`src/rtl/snes_pad_reader.sv`:
```
// -----------------------------------------------------------------------------
// snes_pad_reader
//
// Polls an SNES-style serial gamepad and presents the decoded buttons to the
// game logic. Every POLL_CYC cycles a scan pulses pad_latch, then clocks 16
// bits out of the pad, sampling each bit at the end of its pad_clk low phase.
// The pad's data is active-low. A frame is "good" when wire bits 12..15 all
// read 1. Good frames are committed one cycle after the scan ends. Bad frames
// only raise the sticky pad_error flag.
//
// Optional build macro: SNES_PAD_DEBOUNCE_EN
//   When this macro is defined, a good frame commits only if its 12 decoded
//   bits match the previous good frame. The previous good frame is held in a
//   candidate register. A mismatching good frame replaces the candidate and
//   commits nothing.
//
// Ports:
//   clk               system clock (50 MHz)
//   reset             asynchronous, active-low reset
//   pad_data          serial pad data, active-low, asynchronous to clk
//   pad_latch         latch pulse to the pad
//   pad_clk           shift clock to the pad, idles high
//   controller_report committed buttons {Right,Left,Down,Start,Up,Sel,Y,B}
//   buttons           all 12 committed buttons in wire order, bit0 = B
//   report_valid      one-cycle pulse per committed frame
//   start_rise        one-cycle pulse with report_valid when Start goes 0->1
//   pad_error         sticky; set by a bad frame, cleared by a good commit
// -----------------------------------------------------------------------------
module snes_pad_reader #(
    parameter int POLL_CYC  = 833333,
    parameter int LATCH_CYC = 600,
    parameter int HALF_CYC  = 300
) (
    input  logic        clk,
    input  logic        reset,
    input  logic        pad_data,
    output logic        pad_latch,
    output logic        pad_clk,
    output logic [7:0]  controller_report,
    output logic [11:0] buttons,
    output logic        report_valid,
    output logic        start_rise,
    output logic        pad_error
);

    localparam int POLL_W = $clog2(POLL_CYC);
    localparam int PH_MAX = (LATCH_CYC > HALF_CYC) ? LATCH_CYC : HALF_CYC;
    localparam int PH_W   = $clog2(PH_MAX + 1);

    localparam logic [POLL_W-1:0] POLL_LAST  = POLL_W'(POLL_CYC - 1);
    localparam logic [PH_W-1:0]   LATCH_LAST = PH_W'(LATCH_CYC - 1);
    localparam logic [PH_W-1:0]   HALF_LAST  = PH_W'(HALF_CYC - 1);

    typedef enum logic [2:0] {IDLE, LATCH, CLK_LO, CLK_HI, DONE} state_t;

    state_t             state;
    state_t             state_next;
    logic               data_meta;
    logic               data_sync;
    logic [POLL_W-1:0]  poll_cnt;
    logic               poll_wrap;
    logic [PH_W-1:0]    phase;
    logic               phase_last;
    logic [3:0]         bit_idx;
    logic [15:0]        shift;
    logic [11:0]        decoded;
    logic               frame_good;
`ifdef SNES_PAD_DEBOUNCE_EN
    logic [11:0]        candidate;
`endif

    // Two-flop synchronizer. pad_data has no timing relation to clk.
    // NOTE: sequential state uses non-blocking (<=) assignments, so every flop
    // samples its pre-edge inputs and simulation order cannot matter.
    always_ff @(posedge clk or negedge reset) begin
        if (!reset) begin
            data_meta <= 1'b0;
            data_sync <= 1'b0;
        end else begin
            data_meta <= pad_data;
            data_sync <= data_meta;
        end
    end

    // The poll counter runs freely, including during a scan. The FSM ignores
    // a wrap that occurs outside IDLE.
    assign poll_wrap = (poll_cnt == POLL_LAST);

    always_ff @(posedge clk or negedge reset) begin
        if (!reset) begin
            poll_cnt <= '0;
        end else begin
            poll_cnt <= poll_wrap ? '0 : poll_cnt + 1'b1;
        end
    end

    always_ff @(posedge clk or negedge reset) begin
        if (!reset) begin
            state <= IDLE;
        end else begin
            state <= state_next;
        end
    end

    // The pad outputs decode directly from the state register. A reset
    // therefore returns them to idle levels immediately.
    // NOTE: every always_comb output gets a default first; a path that leaves
    // one unassigned would infer a latch.
    always_comb begin
        state_next = state;
        pad_latch  = 1'b0;
        pad_clk    = 1'b1;
        phase_last = 1'b0;
        case (state)
            IDLE: begin
                if (poll_wrap) state_next = LATCH;
            end
            LATCH: begin
                pad_latch  = 1'b1;
                phase_last = (phase == LATCH_LAST);
                if (phase_last) state_next = CLK_LO;
            end
            CLK_LO: begin
                pad_clk    = 1'b0;
                phase_last = (phase == HALF_LAST);
                if (phase_last) state_next = CLK_HI;
            end
            CLK_HI: begin
                phase_last = (phase == HALF_LAST);
                if (phase_last) state_next = (bit_idx == 4'd15) ? DONE : CLK_LO;
            end
            DONE: begin
                state_next = IDLE;
            end
            default: begin
                state_next = IDLE;
            end
        endcase
    end

    // The phase counter times the current LATCH / CLK_LO / CLK_HI interval.
    // The counter restarts at the start of every interval.
    always_ff @(posedge clk or negedge reset) begin
        if (!reset) begin
            phase <= '0;
        end else if (state == IDLE || state == DONE || phase_last) begin
            phase <= '0;
        end else begin
            phase <= phase + 1'b1;
        end
    end

    always_ff @(posedge clk or negedge reset) begin
        if (!reset) begin
            bit_idx <= 4'd0;
        end else if (state == LATCH) begin
            bit_idx <= 4'd0;
        end else if (state == CLK_HI && phase_last) begin
            bit_idx <= bit_idx + 4'd1;
        end
    end

    // Each bit is sampled at the end of its low phase. The pad has then had a
    // full high and low phase to settle, which covers the synchronizer delay.
    // NOTE: the shift register is an ordinary register, not a memory, and it
    // is cleared on reset like every other flop here.
    always_ff @(posedge clk or negedge reset) begin
        if (!reset) begin
            shift <= 16'h0000;
        end else if (state == CLK_LO && phase_last) begin
            shift[bit_idx] <= data_sync;
        end
    end

    assign decoded    = ~shift[11:0];
    assign frame_good = &shift[15:12];

    // Commit stage. These registers change only while the FSM is in DONE.
    // Their new values appear the cycle after DONE.
    always_ff @(posedge clk or negedge reset) begin
        if (!reset) begin
            buttons           <= 12'h000;
            controller_report <= 8'h00;
            report_valid      <= 1'b0;
            start_rise        <= 1'b0;
            pad_error         <= 1'b0;
`ifdef SNES_PAD_DEBOUNCE_EN
            candidate         <= 12'h000;
`endif
        end else begin
            report_valid <= 1'b0;
            start_rise   <= 1'b0;
            if (state == DONE) begin
                if (!frame_good) begin
                    pad_error <= 1'b1;
                end
`ifdef SNES_PAD_DEBOUNCE_EN
                else if (decoded != candidate) begin
                    candidate <= decoded;
                    pad_error <= 1'b0;
                end
`endif
                else begin
                    buttons           <= decoded;
                    // Report order: Right,Left,Down,Start,Up,Sel,Y,B.
                    // Start and Up swap places relative to wire order.
                    controller_report <= {decoded[7], decoded[6], decoded[5], decoded[3],
                                          decoded[4], decoded[2], decoded[1], decoded[0]};
                    report_valid      <= 1'b1;
                    start_rise        <= decoded[3] & ~buttons[3];
                    pad_error         <= 1'b0;
                end
            end
        end
    end

endmodule

```
`config.mk`:
```
export PLATFORM = sky130hd
export DESIGN_NAME = snes_pad_reader
export DESIGN_NICKNAME = d
export VERILOG_FILES = /design/src/rtl/snes_pad_reader.sv
export SDC_FILE = /design/constraint.sdc
export NUM_CORES = 1
export LEC_CHECK = 0
export CAP_MARGIN = 20
export CORE_MARGIN = 10
export CORE_UTILIZATION = 48
export CTS_CLUSTER_DIAMETER = 100
export DETAILED_ROUTE_END_ITERATION = 6
export PLACE_DENSITY_LB_ADDON = 0.3
export SYNTH_ARGS = -nofsm -noshare
export SYNTH_HDL_FRONTEND = slang
export SYNTH_SLANG_ARGS = --single-unit
```
`constraint.sdc`:
```
create_clock -name clk -period 6 [get_ports clk]
set_input_delay 1.5 -clock clk [delete_from_list [all_inputs] [get_ports clk]]
set_output_delay 1.5 -clock clk [all_outputs]
set_load 0.01 [all_outputs]
```
After elaboration in Yosys (flattened, before gate mapping):

Cells that the tools add are included.
Widths: inputs -> output; s select.

* add/sub/neg operators: 3
* $lt $le $gt $ge: 2
* equality and inequality tests: 12
* multiplexer cells: 21
* bitwise operators: 3
* reductions and logical operators: 11

Operator list (number)
* $add 20x1->20 const B: 1
* $eq 20x20->1 const B: 1
* $mux 20: 1
* $bwmux 16: 1
* $mux 3: 5
* $not 12->12: 1
* $pmux 3 s4: 1
* $add 10x1->10 const B: 1
* $eq 10x10->1 const B: 1
* $eq 10x9->1 const B: 1
* $mux 10: 1
* $mux 1: 8
* $mux 4: 2
* $ne 2x2->1 const B: 4
* $reduce_and 4->1: 2
* $eq 3x2->1 const B: 2
* $lt 4x5->1 const B: 1
* $reduce_and 5->1: 1
* $add 4x1->4 const B: 1
* $demux 1 s4: 1
* $eq 4x4->1 const B: 1
* $ge 4x1->1 const B: 1
* $eq 3x1->1 const B: 1
* $eq 3x3->1 const B: 1
* other kinds (8): 11

* flip-flop bits (word level): 78
* bits of input ports: 3
* output and inout port bits: 25
* logic and storage cells: 64

Logic depth before layout (Yosys ltp):

* word-level depth: 6
* depth in mapped cells: 7
* depth with buffers taken out: 6

Least setup slack after synthesis:

OpenSTA, ideal clock, no wires.

* path type: reg2out
* start: register state[2]
* end: output pad_latch
* data arrival time: 0.984 ns
* data required time: 4.500 ns
* path slack: 3.516 ns
* cell stages (with the launch flop): 3
* cells stage by stage: dfrtp_1 buf_6 nor3_1

* cells in the longest elaborated chain, start to end: 2

RTL lines
* start: declaration: RTL line 56 `state_t state;`
* start signal: assignment: RTL line 101 `state <= state_next;`
* $eq 3x1->1: RTL line 114 `case (state)`
* $mux 1: RTL line 114
* end: declaration: RTL line 37 `output logic pad_latch,`

Every way passes these cells.

Final worst setup path:

* start: register state[0]
* end: output pad_latch

The elaborated chain is that of the path after synthesis.

==> results.tsv <==
stage	metric	value	unit
outcome	status	completed	
logic_synthesis	Main synth FF type	dfrtp_1	
clock_tree	CTS H-tree lvls	3	
place	I/O Buffers	27	
sta	Final Cycle Share	0.6007	
logic_synthesis	Synth Instances	311	
clock_tree	CTS resizes	0	
critical_path	FF-to-FF setup slack	3.56	ns
critical_path	Worst EP required	4.50	ns
finish	ant diodes	0	
logic_synthesis	area leader, netlist	dfrtp_1	
finish	Area Overhead vs Synth	14.43	%
global_route	first-pass GRT wire length	10.97	mm
logic_synthesis	share of flip-flops with an asynchronous set or reset	1.000	
clock_tree	root buffer cell	clkbuf_8	
sta	Tightest Pin Transition	0.8618	ns
route	WL per Instance	14.47	µm
sta	RSZ-0062 raised after global routing	no	
logic_synthesis	largest cells by area after synthesis	dfrtp_1, mux2_1, xnor2_1, nor2_1, nand3_1	
logic_synthesis	EDFF count, synth	0	
sta	Setup Viol. Count Final	0	
critical_path	r2r startpoint	state[2]	
logic_synthesis	sequential share of the synthesized area	0.5222	
critical_path	CP Capture Type	output port	
logic_synthesis	Distinct cells, synth	41	
logic_synthesis	share of the synthesized area in the top cell type	0.5222	
sta	Sum Neg Setup Slack	0	ns
place	Final GP Congestion	0.8483	
min_path	Hold EP	data_sync	
sta	final hold violations	0	
place	Detail Placement HPWL	4.239	mm
sta	max-slew violation count	0	
logic_synthesis	Synth Cell Area	3354	µm²
critical_path	CP max-delay cell	clkdlybuf4s50_1	
die	I/O pin cnt	28	
global_route	initial antenna violation count	0	
global_route	GR Overflow Total	0	
min_path	Hold Startpoint	data_meta	
clock_tree	clock sink total	70	
critical_path	Setup crit start kind	flop	
critical_path	Critical Path AT	2.10	ns
clock_tree	Setup Fix Bufs, Post-CTS	0	
logic_synthesis	synthesis-stage register bit count	70	
finish	# fillers	587	
min_path	worst hold path class	reg -> reg	
clock_tree	# hold bufs at CTS	0	
route	remaining antenna violation count	0	
finish	fin nets	341	
pwr	worst IR drop on VDD	0.0001452	V
route	DR DRC count	0	
route	initial DRC count	98	
die	die height	103.6	µm
route	via count	2288	
clock_tree	Clk Latency, worst-skew pair	0.35	ns
min_path	hold path cells	0	
logic_synthesis	Syn Nets	321	
clock_tree	Clock transition at path regs	0.08	ns
logic_synthesis	YS warnings	0	
finish	area occupied by multi-input gates	1433	µm²
sta	clock skew	0.005538	ns
die	die width	103.6	µm
critical_path	crit-path max FO	7	
die	Initial Util	0.4937	
critical_path	worst r2r dst	shift[3]	
route	first drt pass iteration count	5	
critical_path	Worst Reg-to-Reg Cells	4	
sta	crit path time final	3.604	ns
pwr	Leak Pwr	0.001684	µW
sta	relative slew slack	0.4238	
pwr	power density cells	235.2	nW/µm²
global_route	Global Route Usage Sum	0.1222	
job	Max Cap Viol	0	
finish	Seq. cell area	1752	µm²
critical_path	CP Cell Sequence	inv_1 > nor3_1 > clkdlybuf4s50_1	
die	core area	6794	µm²
global_route	largest net degree at the start of global routing	71	
die	die area	10730	µm²
die	# rows	30	
pwr	Pwr Total	902.8	µW
sta	fmax	277.5	MHz
logic_synthesis	Post-synth top cells	dfrtp_1, nor2_1, nand3_1	
logic_synthesis	most common cell in the netlist	dfrtp_1	
global_route	number of global-route vias before repair	2267	
critical_path	slowest cell delay on critical path	0.66	ns
logic_synthesis	Mean Syn Cell Area	10.79	µm²
finish	layout cells sized above 1	0.08036	
critical_path	critical setup path kind	reg -> out	
clock_tree	CTS tree	done	
route	vias per inst	5.296	
clock_tree	clock buffers created by TritonCTS	9	
clock_tree	maximum clock path buffer count	2	
route	WL final	6.251	mm
through the flow:
stage | util | area (µm²) | worst slack (ns) | hold slack, ns | cells
after CTS | 0.5650 | 3839 | 2.415 | 0.3640 | 432
after detailed placement | 0.5326 | 3618 | 2.803 | 0.3452 | 416
after global routing | 0.5650 | 3839 | 2.286 | 0.3850 | 432
after floorplan | - | 3354 | 3.516 | 0.3312 | 311
final | 0.5650 | 3839 | 2.396 | 0.3595 | 432
after global placement | 0.5326 | 3618 | 2.879 | 0.3407 | 416
worst max path at each step:
stage | start | to
2_1_floorplan | state[2] | pad_latch
5_1_grt | state[0] | pad_latch
3_5_place_dp | state[0] | pad_latch
6_report | state[0] | pad_latch
4_1_cts | state[0] | pad_latch
3_3_place_gp | state[0] | pad_latch
kinds of logic (layout without fill, tap and decap cells):
logic type | after synthesis | after routing | synth area share
buffers and inverters | 30 | 55 | 0.05073
AOI/OAI and AO/OA | 27 | 27 | 0.04513
xor gates and xnor gates | 25 | 25 | 0.06527
adders and majority gates | 7 | 7 | 0.02611
DFF | 70 | 70 | 0.5222
and+or+nand+nor | 133 | 133 | 0.2279
muxes | 19 | 19 | 0.06266
state kept, by name (all words and copies together) (netlist names), 3 cells and up:
| register | count |
|---|---|
| shift | 16 |
| phase | 10 |
| poll_cnt | 20 |
| controller_report | 7 |
| state | 3 |
| bit_idx | 4 |
| buttons | 5 |
power breakdown:
part           switching (µW)  internal, µW  total [µW]  leakage [µW]
Combinational            8.68          1.30        9.98      0.000611
Sequential               1.39           472         473      0.000959
Clock                     184           235         419      0.000114
Total                     194           709         903       0.00168
layout make-up:
type / instances / share of cell area
multi-input cells: 211 / 0.3732
flip-flops and latches: 70 / 0.4563
well taps: 96 / 0.03129
inverters: 11 / 0.01076
repair buffers: 28 / 0.07106
clock inverters: 7 / 0.02510
clock buffers: 9 / 0.03227
critical path, delay by kind of cell, from the launching register on:
kind	cells	cell delay, ns
and+or+nand+nor	1	0.51
DFF	1	0.45
buffers and inverters	2	0.79
per-layer routing:
layer  GRT usage  part of all wire
met3     0.03470             0.051
met5           0                 0
met4     0.06552             0.017
met2      0.1802              0.45
met1      0.1581              0.48
cell usage in the layout (no fill, tap or decap), types with 3 or more instances in the layout:
cell type,synthesis,final
and4_1,3,3
nand3_1,22,22
mux2i_1,3,3
ha_1,7,7
xnor2_1,16,16
xor2_1,9,9
o21ai_0,18,18
nand4_1,11,11
dfrtp_1,70,70
nor2_1,33,33
and3_1,4,4
nor4b_1,3,3
mux2_1,16,16
nor4_1,4,4
inv_1,11,11
nor3_1,8,8
a21oi_1,5,5
clkbuf_8,0,9
or3_1,4,4
nand2_1,19,19
nand4b_1,5,5
clkdlybuf4s50_1,0,26
Power figures use the tool's default switching activity.
